**config.mk**
```make
export PLATFORM = sky130hd
export DESIGN_NAME = piso_out_stream
export DESIGN_NICKNAME = d
export VERILOG_FILES = /design/src/rtl/npu_pkg.sv /design/src/rtl/piso_out_stream.sv
export SDC_FILE = /design/constraint.sdc
export NUM_CORES = 1
export LEC_CHECK = 0
export CAP_MARGIN = 20
export CORE_MARGIN = 2
export CORE_UTILIZATION = 50
export DETAILED_ROUTE_END_ITERATION = 10
export HOLD_SLACK_MARGIN = 0.08
export PLACE_DENSITY = 0.86
export REMOVE_ABC_BUFFERS = 1
export SYNTH_ARGS = -nofsm -noshare
export SYNTH_HDL_FRONTEND = slang
export SYNTH_SLANG_ARGS = --single-unit
```
**constraint.sdc**
```tcl
create_clock -name CLKEXT -period 2.2 [get_ports CLKEXT]
set_input_delay 0.33 -clock CLKEXT [delete_from_list [all_inputs] [get_ports CLKEXT]]
set_output_delay 0.33 -clock CLKEXT [all_outputs]
set_load 0.02 [all_outputs]
```
**src/rtl/npu_pkg.sv**
```systemverilog
// Shared NPU definitions: default datapath widths and the PISO serializer state encoding.
package npu_pkg;

  localparam int unsigned NPU_ACC_W  = 16;
  localparam int unsigned NPU_BYTE_W = 8;

  typedef enum logic {
    PISO_IDLE  = 1'b0,
    PISO_SHIFT = 1'b1
  } piso_state_e;

endpackage

```
**src/rtl/piso_out_stream.sv**
```systemverilog
// Output serializer: captures NUM_CH x CH_W results per load and streams them as
// OUT_W-bit beats over valid/ready, with selectable beat order and zero-bubble reloads.
module piso_out_stream
  import npu_pkg::*;
#(
  parameter int unsigned NUM_CH = 2,
  parameter int unsigned CH_W   = NPU_ACC_W,
  parameter int unsigned OUT_W  = NPU_BYTE_W,
  localparam int unsigned TOT_W = NUM_CH * CH_W,
  localparam int unsigned BEATS = TOT_W / OUT_W,
  localparam int unsigned CNT_W = (BEATS > 1) ? $clog2(BEATS) : 1
) (
  input  logic             CLKEXT,
  input  logic             RST_GLO,
  input  logic             CLR_PISO_OUT,
  input  logic             LOAD_VALID,
  output logic             LOAD_READY,
  input  logic [TOT_W-1:0] mac_in,
  input  logic             MSB_FIRST,
  output logic [OUT_W-1:0] D_OUT,
  output logic             D_VALID,
  input  logic             D_READY,
  output logic             D_LAST,
  output logic             BUSY
);

  if ((CH_W % OUT_W) != 0 || BEATS < 1) begin : g_param_check
    $error("piso_out_stream: CH_W must be a multiple of OUT_W and BEATS >= 1");
  end

  piso_state_e      state;
  logic [TOT_W-1:0] sreg;
  logic [CNT_W-1:0] cnt;
  logic             order;

  logic shift_st;
  logic last_beat;
  logic load_fire;
  logic beat_fire;

  assign shift_st  = (state == PISO_SHIFT);
  assign last_beat = shift_st && (cnt == '0);
  assign beat_fire = shift_st && D_READY;

  // Ready on the final accepted beat lets the next load follow without a gap.
  assign LOAD_READY = !CLR_PISO_OUT && (!shift_st || (last_beat && D_READY));
  assign load_fire  = LOAD_VALID && LOAD_READY;

  always_ff @(posedge CLKEXT or posedge RST_GLO) begin
    if (RST_GLO) begin
      state <= PISO_IDLE;
      sreg  <= '0;
      cnt   <= '0;
      order <= 1'b0;
    end else if (CLR_PISO_OUT) begin
      state <= PISO_IDLE;
      sreg  <= '0;
      cnt   <= '0;
      order <= 1'b0;
    end else if (load_fire) begin
      state <= PISO_SHIFT;
      sreg  <= mac_in;
      order <= MSB_FIRST;
      cnt   <= CNT_W'(BEATS - 1);
    end else if (beat_fire) begin
      if (cnt != '0) begin
        // Move the next beat into the output slice; the vacated end fills with zeros.
        sreg <= order ? (sreg << OUT_W) : (sreg >> OUT_W);
        cnt  <= cnt - CNT_W'(1);
      end else begin
        state <= PISO_IDLE;
        sreg  <= '0;
      end
    end
  end

  assign D_OUT   = !shift_st ? '0 :
                   (order ? sreg[TOT_W-1 -: OUT_W] : sreg[OUT_W-1:0]);
  assign D_VALID = shift_st;
  assign D_LAST  = last_beat;
  assign BUSY    = shift_st;

endmodule

```
======== Yosys cells after proc, flatten, opt, wreduce, memory -nomap -nowiden ========
Index checks and enable logic that the tools add are counted.
operators by class
  equal/unequal tests ..................... 1
  multiplexer cells ....................... 17
  reductions and logical operators ........ 15
  add/sub/neg operators ................... 1
operators by type and width
  operator                                                             number
  32-bit two-way mux                                                   5
  8-bit two-way mux                                                    2
  2-bit two-way mux                                                    4
  1-bit two-way mux                                                    6
  3-bit nonzero test                                                   2
  1-bit logical AND                                                    5
  2-bit AND reduction                                                  2
  2-bit nonzero test                                                   2
  3-bit != test (second input constant)                                1
  1-bit zero test                                                      2
  2-bit zero test                                                      1
  2-bit by 1-bit subtractor with 2-bit output (second input constant)  1
  1-bit logical OR                                                     1
word-level totals
  register bits after elaboration ......... 36

======== Logic depth before layout (Yosys ltp) ========
Gate-level depths: netlist (run 1).
  word-level depth ........................ 8
  depth in mapped cells ................... 7

======== Least setup slack after synthesis (run 1) ========
OpenSTA, ideal clock, no wires.
  path type ............................... register -> output
  start ................................... reg state (netlist: BUSY)
  end ..................................... out LOAD_READY
  data arrival time ....................... 1433 ps
  cell stages (with the launch flop) ...... 6
  setup slack ............................. 437 ps
  data required time ...................... 1870 ps
  path through ............................ dfrtp_1 > buf_6 > a21bo_4 > buf_2 > buf_4 > nor2b_1
between the ends
  cells in the longest elaborated chain, start to end .. 4
  elaborated cells between the ends (all ways) .. 5
  those cells by class .................... reduce/logical: 5
ends and longest elaborated chain
  element                   RTL line               source
  start: declaration        piso_out_stream.sv:31  piso_state_e state;
  start signal: assignment  piso_out_stream.sv:51  state <= PISO_IDLE;
  start signal: assignment  piso_out_stream.sv:56  state <= PISO_IDLE;
  start signal: assignment  piso_out_stream.sv:61  state <= PISO_SHIFT;
  1-bit logical AND         piso_out_stream.sv:42  assign last_beat = shift_st && (cnt == '0);
  1-bit logical AND         piso_out_stream.sv:46  assign LOAD_READY = !CLR_PISO_OUT && (!shift_st || (last_beat && D_READY));
  1-bit logical OR (*)      piso_out_stream.sv:46
  1-bit logical AND (*)     piso_out_stream.sv:46
  end: declaration          piso_out_stream.sv:17  output logic LOAD_READY,
Mark *: on every way between the ends. The rest lies on a longest branch, timed or not.

======== Worst setup path in the final report (run 1) ========
  start ................................... reg order
  end ..................................... out D_OUT[6]
between the ends
  cells in the longest elaborated chain, start to end .. 2
ends and longest elaborated chain
  element                   RTL line               source
  start: declaration        piso_out_stream.sv:34  logic order;
  start signal: assignment  piso_out_stream.sv:54  order <= 1'b0;
  start signal: assignment  piso_out_stream.sv:59  order <= 1'b0;
  start signal: assignment  piso_out_stream.sv:63  order <= MSB_FIRST;
  8-bit two-way mux         piso_out_stream.sv:78  (order ? sreg[TOT_W-1 -: OUT_W] : sreg[OUT_W-1:0]);
  8-bit two-way mux         piso_out_stream.sv:77  assign D_OUT = !shift_st ? '0 :
  end: declaration          piso_out_stream.sv:20  output logic [OUT_W-1:0] D_OUT,
No other way between the ends.

==> metrics, run 1 <==
Fmax=0.474 GHz; Avg Inst Size Synth=10.2 um^2; routed wire length=5800 um; final clock skew=0.00276 ns; Initial DRC Count=around 190; Die ar.=0.00502 mm^2; r2r endpoint=sreg[5]; Hold Buf Count CTS=0; Post-CTS Setup Bufs=0; io pins=50; H-tree depth=2; Starting Density=0.517; Hold Crit Class=in2async; Setup-failing EPs final=0; Clk pwr share=0.270; DRC=0; sw frac=0.305; reg2reg setup slack=roughly 0.31 ns; DRT Pass-1 Iters=4; Die Y-Extent=70.9 um; WP data arrival=1.78 ns; largest net degree at the start of global routing=37; core area=approximately 0.0043 mm^2; met1 Resource Use GR=0.348; RSZ-0062 raised after global routing=no; most common cell after layout, fill and taps aside=clkdlybuf4s50_1; R2R Path Start=cnt[0]; startpoint types=flop; number of routed nets with antenna violations=0; placer congestion estimate=0.815; num rows=24; CTS Sinks=36; nets=309; R2R depth=5; via count=1958; TritonCTS clock tree=built; Req. time, crit path=between 1.5 and 2 ns; Final WS setup=slightly above 0.09 ns; outcome=finished, final reports clean; antenna violations before repair=0; Tcrit/Tclk final=0.958; Antenna Cells=0; Comb pwr share=0.271; CTS root buffer=clkbuf_8; measured slew at the worst slew-check pin=0.785 ns; most frequent cells in the layout=clkdlybuf4s50_1, dfrtp_1, buf_4; detailed-route vias per instance=6.08; chip width=70.9 um; post-synthesis sequential area ratio=0.403; Clock transition at path regs=0.07 ns; #FFs+latches synth=36; busiest grt layer=met2; Power Density=582 mW/mm^2; GRT met3 Usage=0.0427; dpl ws=0.0218 ns; PortBufs=between 40 and 50; Peak supply drop=between 300 and 400 uV; clk_lat worst skew=0.29 ns; internal power=0.00116 W; PostCTS Resize Cnt=2; Pwr Total=0.00166 W; share of layout cells above drive strength 1=0.119; switching pwr=0.000506 W; Final TNS setup=0 ns; Slew Limit Fails=0; final hold vios=0; Crit Path Class=reg2out; Post-Syn Instances=220; CTS buffer count=5; Netlist cell types=34; max cap viols=0; relative slew slack=0.475; Final HPWL DP=3920 um; Layout area overhead=27.8%; grt ovf=0; routed len/inst=18.0 um; critical path fanouts, max=15; power share of the sequential group=0.459; grt met2 use=0.399; critical path capture point type=output port; warnings from Yosys=0; minimum clock period=2.11 ns; worst-case clock buffer depth=2; total track usage=0.247; Leak=1.24 nW; vias in the first global route=1976; first-pass GRT wire length=slightly below 10000 um; Post-Syn Area=0.00224 mm^2
==> worst max-delay path by stage <==
stage / start / endpoint / cells after the start
6_report: order / D_OUT[6] / 4
3_5_place_dp: D_READY / sreg[5] / 5
5_1_grt: order / D_OUT[6] / 4
2_1_floorplan: BUSY / sreg[24] / 3
3_3_place_gp: D_READY / sreg[0] / 5
4_1_cts: BUSY / D_OUT[2] / 3
==> cells by family after synthesis <==
logic type	after synthesis	synth area share
AND/OR/NAND/NOR	63	0.159
flip-flops	36	0.403
AO/OA/AOI/OAI	63	0.218
buffers and inverters	29	0.0755
adder cells (fa/ha/maj)	1	0.00560
multiplexers	27	0.134
XOR/XNOR	1	0.00392
==> power groups by stage <==
stage | Combinational [W] | Clock [W] | Sequential [W]
final | 0.000451 | 0.000449 | 0.000762
after global routing | 0.000494 | 0.000477 | 0.000770
after CTS | 0.000452 | 0.000451 | 0.000761
after detailed placement | 0.000451 | 0 | 0.000773
after global placement | 0.000439 | 0 | 0.000770
after floorplan | 0.000234 | 0 | 0.000779
==> cell usage after synthesis (all sizes together) <==
cell type	n	area, um^2
dfrtp	36	901
buf	20	135
mux2	18	206
a31oi	17	106
a221o	15	150
and3	15	93.8
nor2	15	63.8
a211oi	13	97.6
o211ai	13	97.6
nor2b	11	68.8
mux2i	9	93.8
nand3	8	40.0
inv	5	18.8
clkbuf	4	15.0
nand2b	4	25.0
nor3	4	20.0
o21ai	3	15.0
and2	2	15.0
a21bo	1	16.3
a21oi	1	5.00
and4bb	1	12.5
ha	1	12.5
nand2	1	3.75
nand3b	1	7.51
nand4	1	6.26
xnor2	1	8.76
==> registers in the layout, summed over array words and instances, names as in the netlist <==
signal and flops:
order 1, cnt 2, BUSY 1, sreg 32
==> worst max-delay path, cell delays in order (launching register included) <==
cell	delay [ns]
dfrtp_1	0.38
buf_4	0.20
mux2i_1	0.14
nor2b_1	0.15
clkdlybuf4s50_1	0.62
==> metal layers <==
layer,up-vias,share of wire
li1,933,-
met1,951,0.45
met2,67,0.48
met3,7,0.056
met4,0,0.013
met5,-,0
==> final cells by class <==
type	instances	area (um^2)
fill	390	1470
sequential	36	902
timing repair buffer	67	624
clock buffer	6	72.6
multi-input combinational	155	1170
inverter	5	18.8
tap	52	65.1
clock inverter	1	5.00
==> metrics by stage <==
stage          utilization  std cells  instance area (um^2)  hold WS [ns]
6_report             0.661        322                  2860         0.455
5_1_grt              0.661        322                  2860         0.517
4_1_cts              0.660        322                  2860         0.472
3_5_place_dp         0.642        315                  2780         0.520
3_3_place_gp         0.642        315                  2780         0.511
2_1_floorplan            -        196                  2090         0.393
Power figures use the tool's default switching activity.
==> run 2, diff against run 1 <==
DONT_BUFFER_PORTS = 1   (was not set)
PLACE_DENSITY = 0.72   (was 0.86)
==> metrics, run 2 (synthesis results as in run 1) <==
outcome=finished, final reports clean (unchanged); dpl ws=0.292 ns (was 0.0218 ns); Max stage delay on crit path=0.37 ns (was 0.62 ns); crit path to=LOAD_READY (was D_OUT[6]); grt ovf=0 (unchanged); DRT Pass-1 Iters=4 (unchanged); Die ar.=0.00502 mm^2 (unchanged); WP data arrival=1.68 ns (was 1.78 ns); max cap viols=0 (unchanged); placer congestion estimate=0.819 (was 0.815); Post-Route Utilization=0.563 (was 0.661); final clock skew=0.00694 ns (was 0.00276 ns); CTS buffer count=5 (unchanged); Pwr Total=0.00170 W (was 0.00166 W); Setup-failing EPs final=0 (unchanged); Layout area overhead=8.84% (was 27.8%); Die Y-Extent=70.9 um (unchanged); CP startpoint=cnt[0] (was order); most frequent cells in the layout=dfrtp_1, a31oi_1, mux2_1 (was clkdlybuf4s50_1, dfrtp_1, buf_4); Final TNS setup=0 ns (unchanged); relative slew slack=0.442 (was 0.475); nets=261 (was 309); CTS Sinks=36 (unchanged); Hold Crit Class=in2reg (was in2async); final instance area=0.00243 mm^2 (was 0.00286 mm^2); minimum clock period=2.01 ns (was 2.11 ns); Initial DRC Count=124 (was 191); total track usage=0.233 (was 0.247); Antenna Cells=0 (unchanged); DRC=0 (unchanged); core area=0.00432 mm^2 (unchanged); largest register by flop count=sreg (unchanged); clk_lat worst skew=0.30 ns (was 0.29 ns); Post-CTS Setup Bufs=0 (unchanged); Regs by FF count=sreg: 32 flops, cnt: 2 flops (unchanged); Clock transition at path regs=0.08 ns (was 0.07 ns); detailed-route vias per instance=6.38 (was 6.08); largest net degree at the start of global routing=37 (unchanged); measured slew at the worst slew-check pin=0.835 ns (was 0.785 ns); Req. time, crit path=1.87 ns (about the same); antenna violations before repair=0 (unchanged); R2R Path Start=cnt[0] (unchanged); io pins=50 (unchanged); max FFs per register=32 (unchanged); Crit Path Class=reg2out (unchanged); worst-case clock buffer depth=2 (unchanged); most common cell after layout, fill and taps aside=dfrtp_1 (was clkdlybuf4s50_1); Starting Density=0.517 (unchanged); CTS root buffer=clkbuf_8 (unchanged); Final HPWL DP=3540 um (was 3920 um); Layout fillers=395 (was 390); PortBufs=0 (was 49); RSZ-0062 raised after global routing=no (unchanged); Slew Limit Fails=0 (unchanged); crit path cell chain=inv_1 > ha_1 > a21bo_4 > nor2b_1 > buf_4 (was buf_4 > mux2i_1 > nor2b_1 > clkdlybuf4s50_1); Fmax=0.497 GHz (was 0.474 GHz); startpoint types=flop (unchanged); r2r endpoint=sreg[5] (unchanged); cell at the slowest stage of the critical path=a21bo_4 (was clkdlybuf4s50_1); Leak=1.08 nW (was 1.24 nW); Peak supply drop=617 uV (was 314 uV); share of layout cells above drive strength 1=0.139 (was 0.119); reg2reg setup slack=0.27 ns (was 0.31 ns); number of routed nets with antenna violations=0 (unchanged); vias in the first global route=1770 (was 1976); routed wire length=5610 um (was 5800 um); num rows=24 (unchanged); Placed Area=0.00231 mm^2 (was 0.00278 mm^2); H-tree depth=2 (unchanged); R2R depth=5 (unchanged); Power Density=700 mW/mm^2 (was 582 mW/mm^2); critical path fanouts, max=30 (was 15); first-pass GRT wire length=9070 um (was 9790 um); Final WS setup=0.187 ns (was 0.0918 ns); via count=1755 (was 1958); final hold vios=0 (unchanged); chip width=70.9 um (unchanged); routed len/inst=20.4 um (was 18.0 um); TritonCTS clock tree=built (unchanged); Tcrit/Tclk final=0.915 (was 0.958); critical path capture point type=output port (unchanged)
[run 2: cell types whose count changed in the layout (fill, tap and decap cells not counted), moves of 2 or more]
cell             change
clkdlybuf4s50_1     -48
buf_4                -3
dlygate4sd3_1        +2
buf_12               +2
[run 2: cell type report]
type | count | area [um^2] | area share
tap | 52 | 65.1 | 0.0267
clock inverter | 2 | 35.0 | 0.0144
multi-input combinational | 155 | 1170 | 0.480
timing repair buffer | 19 | 173 | 0.0710
sequential | 36 | 901 | 0.370
clock buffer | 6 | 72.6 | 0.0298
inverter | 5 | 18.8 | 0.00771
[run 2: repair_timing]
item / CTS / global route
hold endpoints to repair: 36 / 4
hold buffers: 1 / 1
setup endpoints to repair: 0 / 0
gates resized for setup: 0 / 0
[run 2: routing by layer]
layer | track usage | vias to the layer above | part of all wire
met5 | 0 | - | 0
met3 | 0.0698 | 3 | 0.058
met1 | 0.325 | 864 | 0.46
li1 | - | 841 | -
met4 | 0.0755 | 0 | 0.0064
met2 | 0.351 | 47 | 0.48
[run 2: power by group]
group / switching (W) / internal, W / total (W) / leakage (nW)
Clock: 0.000253 / 0.000337 / 0.000589 / 0.0552
Combinational: 0.000203 / 0.000149 / 0.000352 / 0.547
Sequential: 0.0000455 / 0.000717 / 0.000763 / 0.476
[run 2: how the worst min path moves through the flow]
| stage | cells after the start | slack (ns) | start | endpoint |
|---|---|---|---|---|
| detailed placement | 2 | 0.36 | RST_GLO | sreg[1] |
| floorplan | 1 | 0.39 | CLR_PISO_OUT | BUSY |
| global placement | 2 | 0.36 | RST_GLO | sreg[25] |
| global route | 1 | 0.08 | CLR_PISO_OUT | sreg[12] |
| finish | 1 | 0.1 | CLR_PISO_OUT | sreg[8] |
| CTS | 1 | 0.08 | CLR_PISO_OUT | sreg[19] |
[run 2: metrics by stage]
| step | instances | hold slack [ns] |
|---|---|---|
| 3_5_place_dp | 265 | 0.358 |
| 4_1_cts | 274 | 0.0813 |
| 6_report | 275 | 0.0992 |
| 5_1_grt | 275 | 0.0822 |
| 3_3_place_gp | 265 | 0.360 |
| 2_1_floorplan | 196 | 0.393 |
[run 2: critical path: cells and delay by family, from the launching register on]
kind,cells,cell delay (ns)
AO/OA/AOI/OAI,1,0.37
adder cells (fa/ha/maj),1,0.25
buffers and inverters,2,0.23
flip-flops,1,0.36
AND/OR/NAND/NOR,1,0.18
==> run 3, diff against run 2 <==
ABC_AREA = 0   (was not set)
CAP_MARGIN = not set   (was 20)
==> results of run 3 <==
Final layout, timing and power as in run 2 (identical DEF).
==> RTL edit: new RTL, flow settings as in run 2 <==
Set the parameter `NUM_CH` to 1 (it was 2).
--- a/src/rtl/piso_out_stream.sv
+++ b/src/rtl/piso_out_stream.sv
@@ -5,3 +5,3 @@
 #(
-  parameter int unsigned NUM_CH = 2,
+  parameter int unsigned NUM_CH = 1,
   parameter int unsigned CH_W   = NPU_ACC_W,
Interface: changed (resized mac_in); port bits go from 50 to 34. No check against the original RTL was run, so the function may have changed too.
==> RTL edit against run 2 <==
Setup slack gained 19 ps; area after synthesis shrank 48%; die area shrank 46%; design area shrank 50%; sequential cell count shrank 17; clock power shrank 69%; total power shrank 56%; wire length shrank 48%; via count shrank 44%; count of clock-buffer cells in the layout shrank 3; critical endpoint unchanged; largest power group unchanged.
==> RTL edit: results (changes against run 2) <==
result of the run finished, final reports clean; most instantiated cells after synthesis dfrtp_1 (19), nor2_1 (12), o211ai_1 (10); library cells used by synthesis 28 (-18%); number of global-route vias before repair 1016 (-43%); CP Max Fanout 7 (-77%); first-pass GRT wire length 4820 microns (-47%); routability cong. 0.772 (-5.8%); maximum number of pins on one net before global-route repair 25 (-32%); number of CTS-inserted buffers 3 (-2); Static Leak 0.000468 uW (-57%); Via-to-Cell Ratio 6.64 (+4.0%); setup skew after layout 6.32 ps (-0.621 ps); pre-CTS worst setup slack 587 ps (+295 ps); highest cell delay on the worst timing path 450 ps (+80 ps); post-place instance area 1170 sq um (-49%); cell with the largest stage delay on the worst path dfrtp_1; number of hold-repair buffers added at the cts stage 2 (+1); sequential area share after synthesis 41.2% (+0.92 points); mean routed wirelength per cell 19.6 microns (-3.7%); initial detailed-routing violation count 17 (-86%); HPWL Detailed 1980 microns (-44%); count of placed standard cells including taps 142 (-46%); flip-flop count of the largest register, all copies and words added 16 (-50%); All-Layer GR Usage 24.5% (+1.2 points); fraction of layout cells with a size suffix above 1 13.3% (-0.57 points); Clock Tree Root clkbuf_4; slew margin rel. 51.4% (+7.2 points); htree depth 1 (-1); Synth area leaders dfrtp_1 (41%), mux2i_1 (6.9%), o211ai_1 (6.5%); Worst EP arrival 1660 ps (-20 ps); overall routed net length 2910 microns (-48%)
-- RTL edit: cell types whose count changed after synthesis, moves of 7 or more --
| cell | delta |
|---|---|
| a31oi_1 | -8 |
| nor2b_1 | -7 |
| mux2_1 | -16 |
| a211oi_1 | -13 |
| and3_1 | -14 |
| dfrtp_1 | -17 |
| a221o_1 | -9 |
-- RTL edit: stage by stage --
step / util [%] / total power, uW / hold slack, ps
floorplan: - / 521 / 281
global placement: 53.5 / 561 / 377
detailed placement: 53.5 / 567 / 386
CTS: 55.6 / 751 / 161
global route: 55.6 / 780 / 158
finish: 55.6 / 749 / 162
-- RTL edit: kinds of logic after synthesis --
kind of cell           Yosys count  synth area share (%)
AND/OR/NAND/NOR                 45                  21.8
AO/OA/AOI/OAI                   30                  20.7
flip-flops                      19                  41.2
buffers and inverters           16                  7.05
multiplexers                    10                  9.22
-- RTL edit: power breakdown --
part | switching (uW) | internal, uW | leakage, uW | total [uW]
logic | 93.8 | 62.0 | 0.000203 | 156
clock network | 116 | 67.9 | 0.0000177 | 184
registers | 30.6 | 378 | 0.000248 | 409
total | 241 | 508 | 0.000468 | 749
-- RTL edit: layout make-up --
type                            instances  area, sq um  area share, %
Clock buffer                            3         22.5           1.85
Clock inverter                          1         5.00          0.411
Inverter                                3         11.3          0.924
Multi-Input combinational cell         85          597           49.0
Sequential cell                        19          475           39.0
Tap cell                               28         35.0           2.87
Timing Repair Buffer                    9         72.6           5.95
-- RTL edit: worst paths after layout --
path	from	end	slack [ps]	cells after the start
max	cnt	LOAD_READY	210	3
min	mac_in[4]	sreg[4]	160	1
max reg2reg	BUSY	sreg[14]	580	3
min reg2reg	sreg[12]	sreg[4]	560	1
max in group asynchronous	RST_GLO	BUSY	1170	2
min in group asynchronous	RST_GLO	order	570	2
-- RTL edit: layer usage --
layer	part of all wire, %	global-route usage (%)	vias up
met5	0	0	-
met4	1.4	8.33	0
met3	6.4	8.33	6
met2	49	39.7	37
met1	44	30.3	484
li1	-	-	455
-- RTL edit: critical path, delay by kind of cell, from the launching register on --
kind,cells,cell delay [ps]
simple gates,3,910
flops,1,450
